### config.mk
export PLATFORM = sky130hd
export DESIGN_NAME = ps2_key_encoder
export DESIGN_NICKNAME = d
export VERILOG_FILES = /design/src/rtl/ps2_key_pkg.sv /design/src/rtl/ps2_seq_timeout.sv /design/src/rtl/ps2_key_encoder.sv
export SDC_FILE = /design/constraint.sdc
export NUM_CORES = 1
export LEC_CHECK = 0
export CORE_ASPECT_RATIO = 2
export CORE_MARGIN = 4
export CORE_UTILIZATION = 45
export CTS_CLUSTER_DIAMETER = 50
export DETAILED_ROUTE_END_ITERATION = 16
export GPL_TIMING_DRIVEN = 0
export HOLD_SLACK_MARGIN = 0.05
export PLACE_DENSITY = 0.67
export SLEW_MARGIN = 20
export SYNTH_ARGS = -nofsm -noshare
export SYNTH_HDL_FRONTEND = slang
export SYNTH_HIERARCHICAL = 1
export SYNTH_SLANG_ARGS = --single-unit
### constraint.sdc
create_clock -name clk_sys -period 5.07 [get_ports clk_sys]
set_input_delay 1.521 -clock clk_sys [delete_from_list [all_inputs] [get_ports clk_sys]]
set_output_delay 1.521 -clock clk_sys [all_outputs]
set_load 0.01 [all_outputs]
### src/rtl/ps2_key_pkg.sv
// Shared types and byte constants for the PS/2 set-2 scancode-to-event encoder.
package ps2_key_pkg;

   typedef enum logic [1:0] {
      IDLE   = 2'd0,
      PREFIX = 2'd1,
      PRNSCR = 2'd2,
      PAUSE  = 2'd3
   } state_e;

   localparam logic [7:0] PS2_EXT   = 8'hE0;
   localparam logic [7:0] PS2_REL   = 8'hF0;
   localparam logic [7:0] PS2_PAUSE = 8'hE1;
   localparam logic [7:0] PRNSCR_A  = 8'h12;
   localparam logic [7:0] PRNSCR_B  = 8'h7C;
   localparam int         PAUSE_LEN = 8;

   // Keyboard controller responses (ACK, BAT ok, echo, resend, errors).
   localparam int         N_CTRL = 6;
   localparam logic [7:0] CTRL_BYTES [N_CTRL] = '{8'hFA, 8'hAA, 8'hEE, 8'hFE, 8'h00, 8'hFF};

   function automatic logic is_ctrl_byte(input logic [7:0] b);
      logic hit;
      hit = 1'b0;
      for (int i = 0; i < N_CTRL; i++) begin
         if (b == CTRL_BYTES[i]) begin
            hit = 1'b1;
         end
      end
      return hit;
   endfunction

   function automatic logic is_prefix_byte(input logic [7:0] b);
      return (b == PS2_EXT) || (b == PS2_REL);
   endfunction

endpackage

### src/rtl/ps2_seq_timeout.sv
// Idle-cycle counter for a partially received sequence; pulses expired on the
// cycle the count reaches TIMEOUT_CYCLES-1 while run is high.
module ps2_seq_timeout #(
   parameter int TIMEOUT_CYCLES = 2000000
) (
   input  logic clk,
   input  logic rst,
   input  logic run,
   input  logic load,
   output logic expired
);

   localparam int            TW    = (TIMEOUT_CYCLES > 2) ? $clog2(TIMEOUT_CYCLES) : 1;
   localparam logic [TW-1:0] LIMIT = TW'(TIMEOUT_CYCLES - 1);

   logic [TW-1:0] timer_q;
   logic [TW-1:0] timer_d;

   assign expired = run && (timer_q == LIMIT);

   // Clearing at the limit means the counter never needs to saturate.
   always_comb begin
      timer_d = timer_q;
      if (!run || load || expired) begin
         timer_d = '0;
      end else begin
         timer_d = timer_q + TW'(1);
      end
   end

   always_ff @(posedge clk or posedge rst) begin
      if (rst) begin
         timer_q <= '0;
      end else begin
         timer_q <= timer_d;
      end
   end

endmodule

### src/rtl/ps2_key_encoder.sv
// Assembles PS/2 set-2 scancode bytes into the 65-bit toggle-qualified ps2_key
// event word, one event per completed make/break/PRNSCR/PAUSE sequence.
module ps2_key_encoder
   import ps2_key_pkg::*;
#(
   parameter int TIMEOUT_CYCLES = 2000000,
   parameter int DROP_CTRL      = 1
) (
   input  logic        clk_sys,
   input  logic        RESET,
   input  logic        byte_valid,
   input  logic [7:0]  byte_data,
   output logic [64:0] ps2_key,
   output logic        key_strobe,
   output logic        busy
);

   localparam int CNT_W = 4;

   state_e        state_q, state_d;
   // Only seven bytes of history ever reach the event word, so the eighth is not kept.
   logic [55:0]   acc_q, acc_d;
   logic [CNT_W-1:0] cnt_q, cnt_d;
   logic [64:0]   key_q, key_d;
   logic          strobe_q, strobe_d;

   state_e        cur_state;
   logic [55:0]   cur_acc;
   logic [63:0]   shifted;
   logic          complete;
   logic          fake_shift;
   logic          expired;

   ps2_seq_timeout #(
      .TIMEOUT_CYCLES (TIMEOUT_CYCLES)
   ) u_timeout (
      .clk     (clk_sys),
      .rst     (RESET),
      .run     (state_q != IDLE),
      .load    (byte_valid),
      .expired (expired)
   );

   always_comb begin
      state_d   = state_q;
      acc_d     = acc_q;
      cnt_d     = cnt_q;
      key_d     = key_q;
      strobe_d  = 1'b0;
      complete  = 1'b0;
      cur_state = state_q;
      cur_acc   = acc_q;

      // An expiring sequence is discarded first; a byte in the same cycle starts fresh.
      if (expired) begin
         cur_state = IDLE;
         cur_acc   = '0;
         state_d   = IDLE;
         acc_d     = '0;
         cnt_d     = '0;
      end

      shifted    = {cur_acc, byte_data};
      fake_shift = ((cur_acc[7:0] == PS2_EXT) && (byte_data == PRNSCR_A)) ||
                   ((cur_acc[15:0] == {PS2_EXT, PS2_REL}) && (byte_data == PRNSCR_B));

      if (byte_valid) begin
         case (cur_state)
            IDLE: begin
               if (is_prefix_byte(byte_data)) begin
                  acc_d   = shifted[55:0];
                  state_d = PREFIX;
               end else if (byte_data == PS2_PAUSE) begin
                  acc_d   = shifted[55:0];
                  cnt_d   = CNT_W'(PAUSE_LEN - 1);
                  state_d = PAUSE;
               end else if (!((DROP_CTRL != 0) && is_ctrl_byte(byte_data))) begin
                  complete = 1'b1;
               end
            end
            PREFIX: begin
               if (fake_shift) begin
                  acc_d   = shifted[55:0];
                  state_d = PRNSCR;
               end else if (is_prefix_byte(byte_data)) begin
                  acc_d = shifted[55:0];
               end else begin
                  complete = 1'b1;
               end
            end
            PRNSCR: begin
               if (is_prefix_byte(byte_data)) begin
                  acc_d = shifted[55:0];
               end else begin
                  complete = 1'b1;
               end
            end
            PAUSE: begin
               acc_d = shifted[55:0];
               cnt_d = cnt_q - CNT_W'(1);
               if (cnt_q == CNT_W'(1)) begin
                  complete = 1'b1;
               end
            end
            default: begin
               state_d = IDLE;
               acc_d   = '0;
            end
         endcase

         if (complete) begin
            key_d    = {~key_q[64], shifted};
            strobe_d = 1'b1;
            acc_d    = '0;
            cnt_d    = '0;
            state_d  = IDLE;
         end
      end
   end

   always_ff @(posedge clk_sys or posedge RESET) begin
      if (RESET) begin
         state_q  <= IDLE;
         acc_q    <= '0;
         cnt_q    <= '0;
         key_q    <= '0;
         strobe_q <= 1'b0;
      end else begin
         state_q  <= state_d;
         acc_q    <= acc_d;
         cnt_q    <= cnt_d;
         key_q    <= key_d;
         strobe_q <= strobe_d;
      end
   end

   assign ps2_key    = key_q;
   assign key_strobe = strobe_q;
   assign busy       = (state_q != IDLE);

endmodule

==> flow_summary_export.csv <==
group,metric,value,unit
outcome,outcome,"complete, no violations",
sta,fin_skew,0.009411,ns
die,initial_core_util,0.4552,
grt,gr-total-overflow,0,
drt,firstDrtPassIters,6,
grt,met2_usage,0.4735,
setup_path,worstRegToRegCells,17,
setup_path,worst-setup-path-type,"flip-flop to flip-flop",
drt,num_vias,7831,
logic_synthesis,synth_top_cell_by_area,"dfrtp_1",
cts,cts.path.max_buffers,2,
placement,dpl.hpwl,20.99,mm
sta,hold_violations,0,
placement,portBuffers,74,
logic_synthesis,netlist_area,8532,um^2
drt,route.detailed.drc,0,
die,die-area,21360,um^2
cts,clk_latency,0.43,ns
finish,antennaDiodeCount,0,
cts,htree_levels,4,
grt,gr-usage-met3,0.03882,
placement,placed_cell_area,9627,um^2
cts,cts_made_buffers,17,
sta,slew_headroom,0.4457,
grt,use_met1,0.2824,
logic_synthesis,ys_types,73,
pwr,p_int,2088,uW
finish,nNetsFinal,1013,
sta,finalSetupTns,0,ns
worst_hold_path,hold_start,"ps2_key[64]",
placement,pre_cts_ws,0.01812,ns
sta,finalCriticalPeriod,4.890,ns
finish,fillers,1705,
sta,fmax,204.5,MHz
setup_path,r2r_slack,0.18,ns
cts,clk_pin_slew,0.06,ns
finish,final_area,10240,um^2
die,core_area,18740,um^2
drt,wl_per_cell,22.58,um
pwr,power.density,264.9,nW/um^2
placement,gp_congestion,0.9749,
logic_synthesis,synth_flop_cell,"dfrtp_1",
grt,grt_pass1_wl,44.26,mm
drt,drt_wl_total,28.48,mm
logic_synthesis,synth-edff-count,0,
worst_hold_path,hold_path_end,"ps2_key[64]",
finish,final_cells,1261,
logic_synthesis,syn_inst,901,
logic_synthesis,synth_area_leaders,"dfrtp_1 (44%), mux2i_1 (6.3%), nand2_1 (5.2%)",
grt,grt_antenna_before_repair,0,
pwr,sw_frac_of_total,0.2300,
cts,ctsRootBufferMaster,"clkbuf_16",
logic_synthesis,syn_nets,919,
finish,syn2layout_area_growth,19.99,%
setup_path,startpoint_type,"flip-flop",
drt,drt_iter0_drc,541,
grt,grt_pass1_vias,7906,
grt,grt.busiest_layer,"met2",
setup_path,crit_start,"u_timeout/timer_q[0]",
pwr,clkPwrFrac,0.486,
die,die_h,202.7,um
worst_hold_path,hp-class,"flip-flop to flip-flop",
grt,grt_max_degree,100,
die,ioPinCount,78,
grt,grt_use_total,0.2677,
sta,grt_setup_unrepaired,"false",
cts,clock_sinks,149,
pwr,ir_drop,0.0002132,V
sta,fin_crit_sh,0.9645,
sta,timing.hold.ws,0.4761,ns
setup_path,timing.rr.end,"ps2_key[63]",
sta,setup_ws,0.1801,ns
worst_hold_path,whs_path_depth,1,
drt,ant_nets,0,
cts,cts_tree,"done",
setup_path,cp_max_fo,10,
sta,setup_viol,0,
pwr,combPwrFrac,0.067,
cts,postCtsHoldBufs,0,
sta,worstMarginPinSlew,0.8284,ns
placement,dp.cells,1231,
die,die_width,105.4,um
flow_run,cap_violations,0,
logic_synthesis,synth-seq-cells,149,
setup_path,cp.arrival,5.17,ns
sta,finalMaxSlewViolations,0,
logic_synthesis,synth_top_area_frac,0.4370,
pwr,p_leak,0.004003,uW
die,num_rows,71,
logic_synthesis,synth-seq-area-share,0.4370,
setup_path,required,5.35,ns
logic_synthesis,synth_common_cells,"dfrtp_1 (149), nand2_1 (119), o21ai_0 (67), mux2i_1 (54), clkbuf_1 (46)",
finish,layout-drive-gt1-share,0.1014,
pwr,p_switching,623.7,uW
logic_synthesis,synth.most_common_cell,"dfrtp_1",
drt,via_per_inst,6.210,
logic_synthesis,synth_area_per_cell,9.469,um^2
setup_path,end_kind,"flip-flop",
setup_path,rr_startpoint,"u_timeout/timer_q[0]",
logic_synthesis,async_flop_share,1.000,
pwr,seqPwrFrac,0.447,
logic_synthesis,yosys_warnings,6,
-- per-layer routing --
metal / share of wire / vias up
met5: 0 / -
met4: 0.077 / 0
met3: 0.047 / 124
met2: 0.53 / 357
met1: 0.34 / 3835
li1: - / 3515
-- kinds of logic after synthesis --
kind of cell | after synthesis | share of synthesized area
compound gates | 280 | 0.2222
flops | 149 | 0.4370
buf+inv | 93 | 0.05030
simple gates | 286 | 0.1728
mux | 70 | 0.09107
xor+xnor | 16 | 0.01643
fa+ha+maj | 7 | 0.01026
-- cell usage in the layout (no fill, tap or decap), types with 21 or more instances in the layout --
| cell | Yosys | layout |
|---|---|---|
| dfrtp_1 | 149 | 149 |
| nand2_1 | 119 | 119 |
| clkdlybuf4s50_1 | 0 | 74 |
| o21ai_0 | 67 | 67 |
| mux2i_1 | 54 | 54 |
| clkbuf_1 | 46 | 43 |
| nand3_1 | 42 | 42 |
| o22ai_1 | 40 | 40 |
| nor2_1 | 31 | 31 |
| o21bai_1 | 29 | 29 |
| a21oi_1 | 21 | 21 |
| a2bb2oi_1 | 21 | 21 |
-- final cells by class --
| class | count | area [um^2] | area share |
|---|---|---|---|
| sequential | 149 | 3729 | 0.3642 |
| inverter | 17 | 71.32 | 0.006967 |
| buffer | 76 | 369.1 | 0.03605 |
| multi-input combinational | 659 | 4374 | 0.4273 |
| tap | 255 | 319.1 | 0.03117 |
| timing repair buffer | 75 | 768.2 | 0.07504 |
| clock buffer | 21 | 480.5 | 0.04693 |
| clock inverter | 9 | 126.4 | 0.01234 |
-- flip-flops by register name (all words and copies together) (netlist names) --
signal and cells:
state_q 2, u_timeout/timer_q 21, cnt_q 4, ps2_key 65, acc_q 56, key_strobe 1
-- how the worst max path moves through the flow --
stage	cells past startpoint	to	slack (ns)
after floorplan	1	acc_q[0]	0.14
after global placement	2	ps2_key[28]	-1.90
after detailed placement	15	acc_q[39]	0.02
after CTS	17	ps2_key[63]	0.02
after global routing	17	ps2_key[11]	0.008
final	17	ps2_key[63]	0.18
-- power groups by stage --
stage	Combinational (uW)	Clock [uW]	Sequential, uW
3_3_place_gp	179	0	1230
5_1_grt	195	1370	1210
6_report	182	1320	1210
2_1_floorplan	95.0	0	1240
3_5_place_dp	183	0	1230
4_1_cts	183	1330	1210
-- repair_timing --
item                                    in CTS  in global routing
endpoints found under the setup margin       1                 95
gates resized for setup                      1                  4
setup buffers                                0                  0
-- worst max-delay path, cell delays in order, from the launching register on --
cell	delay [ns]
dfrtp_1	0.41
ha_1	0.29
nand4_4	0.19
or4_4	0.53
nor2_1	0.32
clkbuf_2	0.35
inv_2	0.16
nand2_1	0.17
inv_1	0.10
ha_1	0.19
clkbuf_1	0.22
nand4bb_1	0.25
nand2b_1	0.08
a21oi_1	0.28
a2111o_1	0.21
buf_4	0.24
clkbuf_1	0.53
o21ai_0	0.21
-- per-stage QoR --
step	total power (uW)	utilization
floorplan	1335	-
global placement	1413	0.5117
detailed placement	1417	0.5136
CTS	2730	0.5460
global route	2784	0.5462
finish	2712	0.5462
Power figures use the tool's default switching activity.
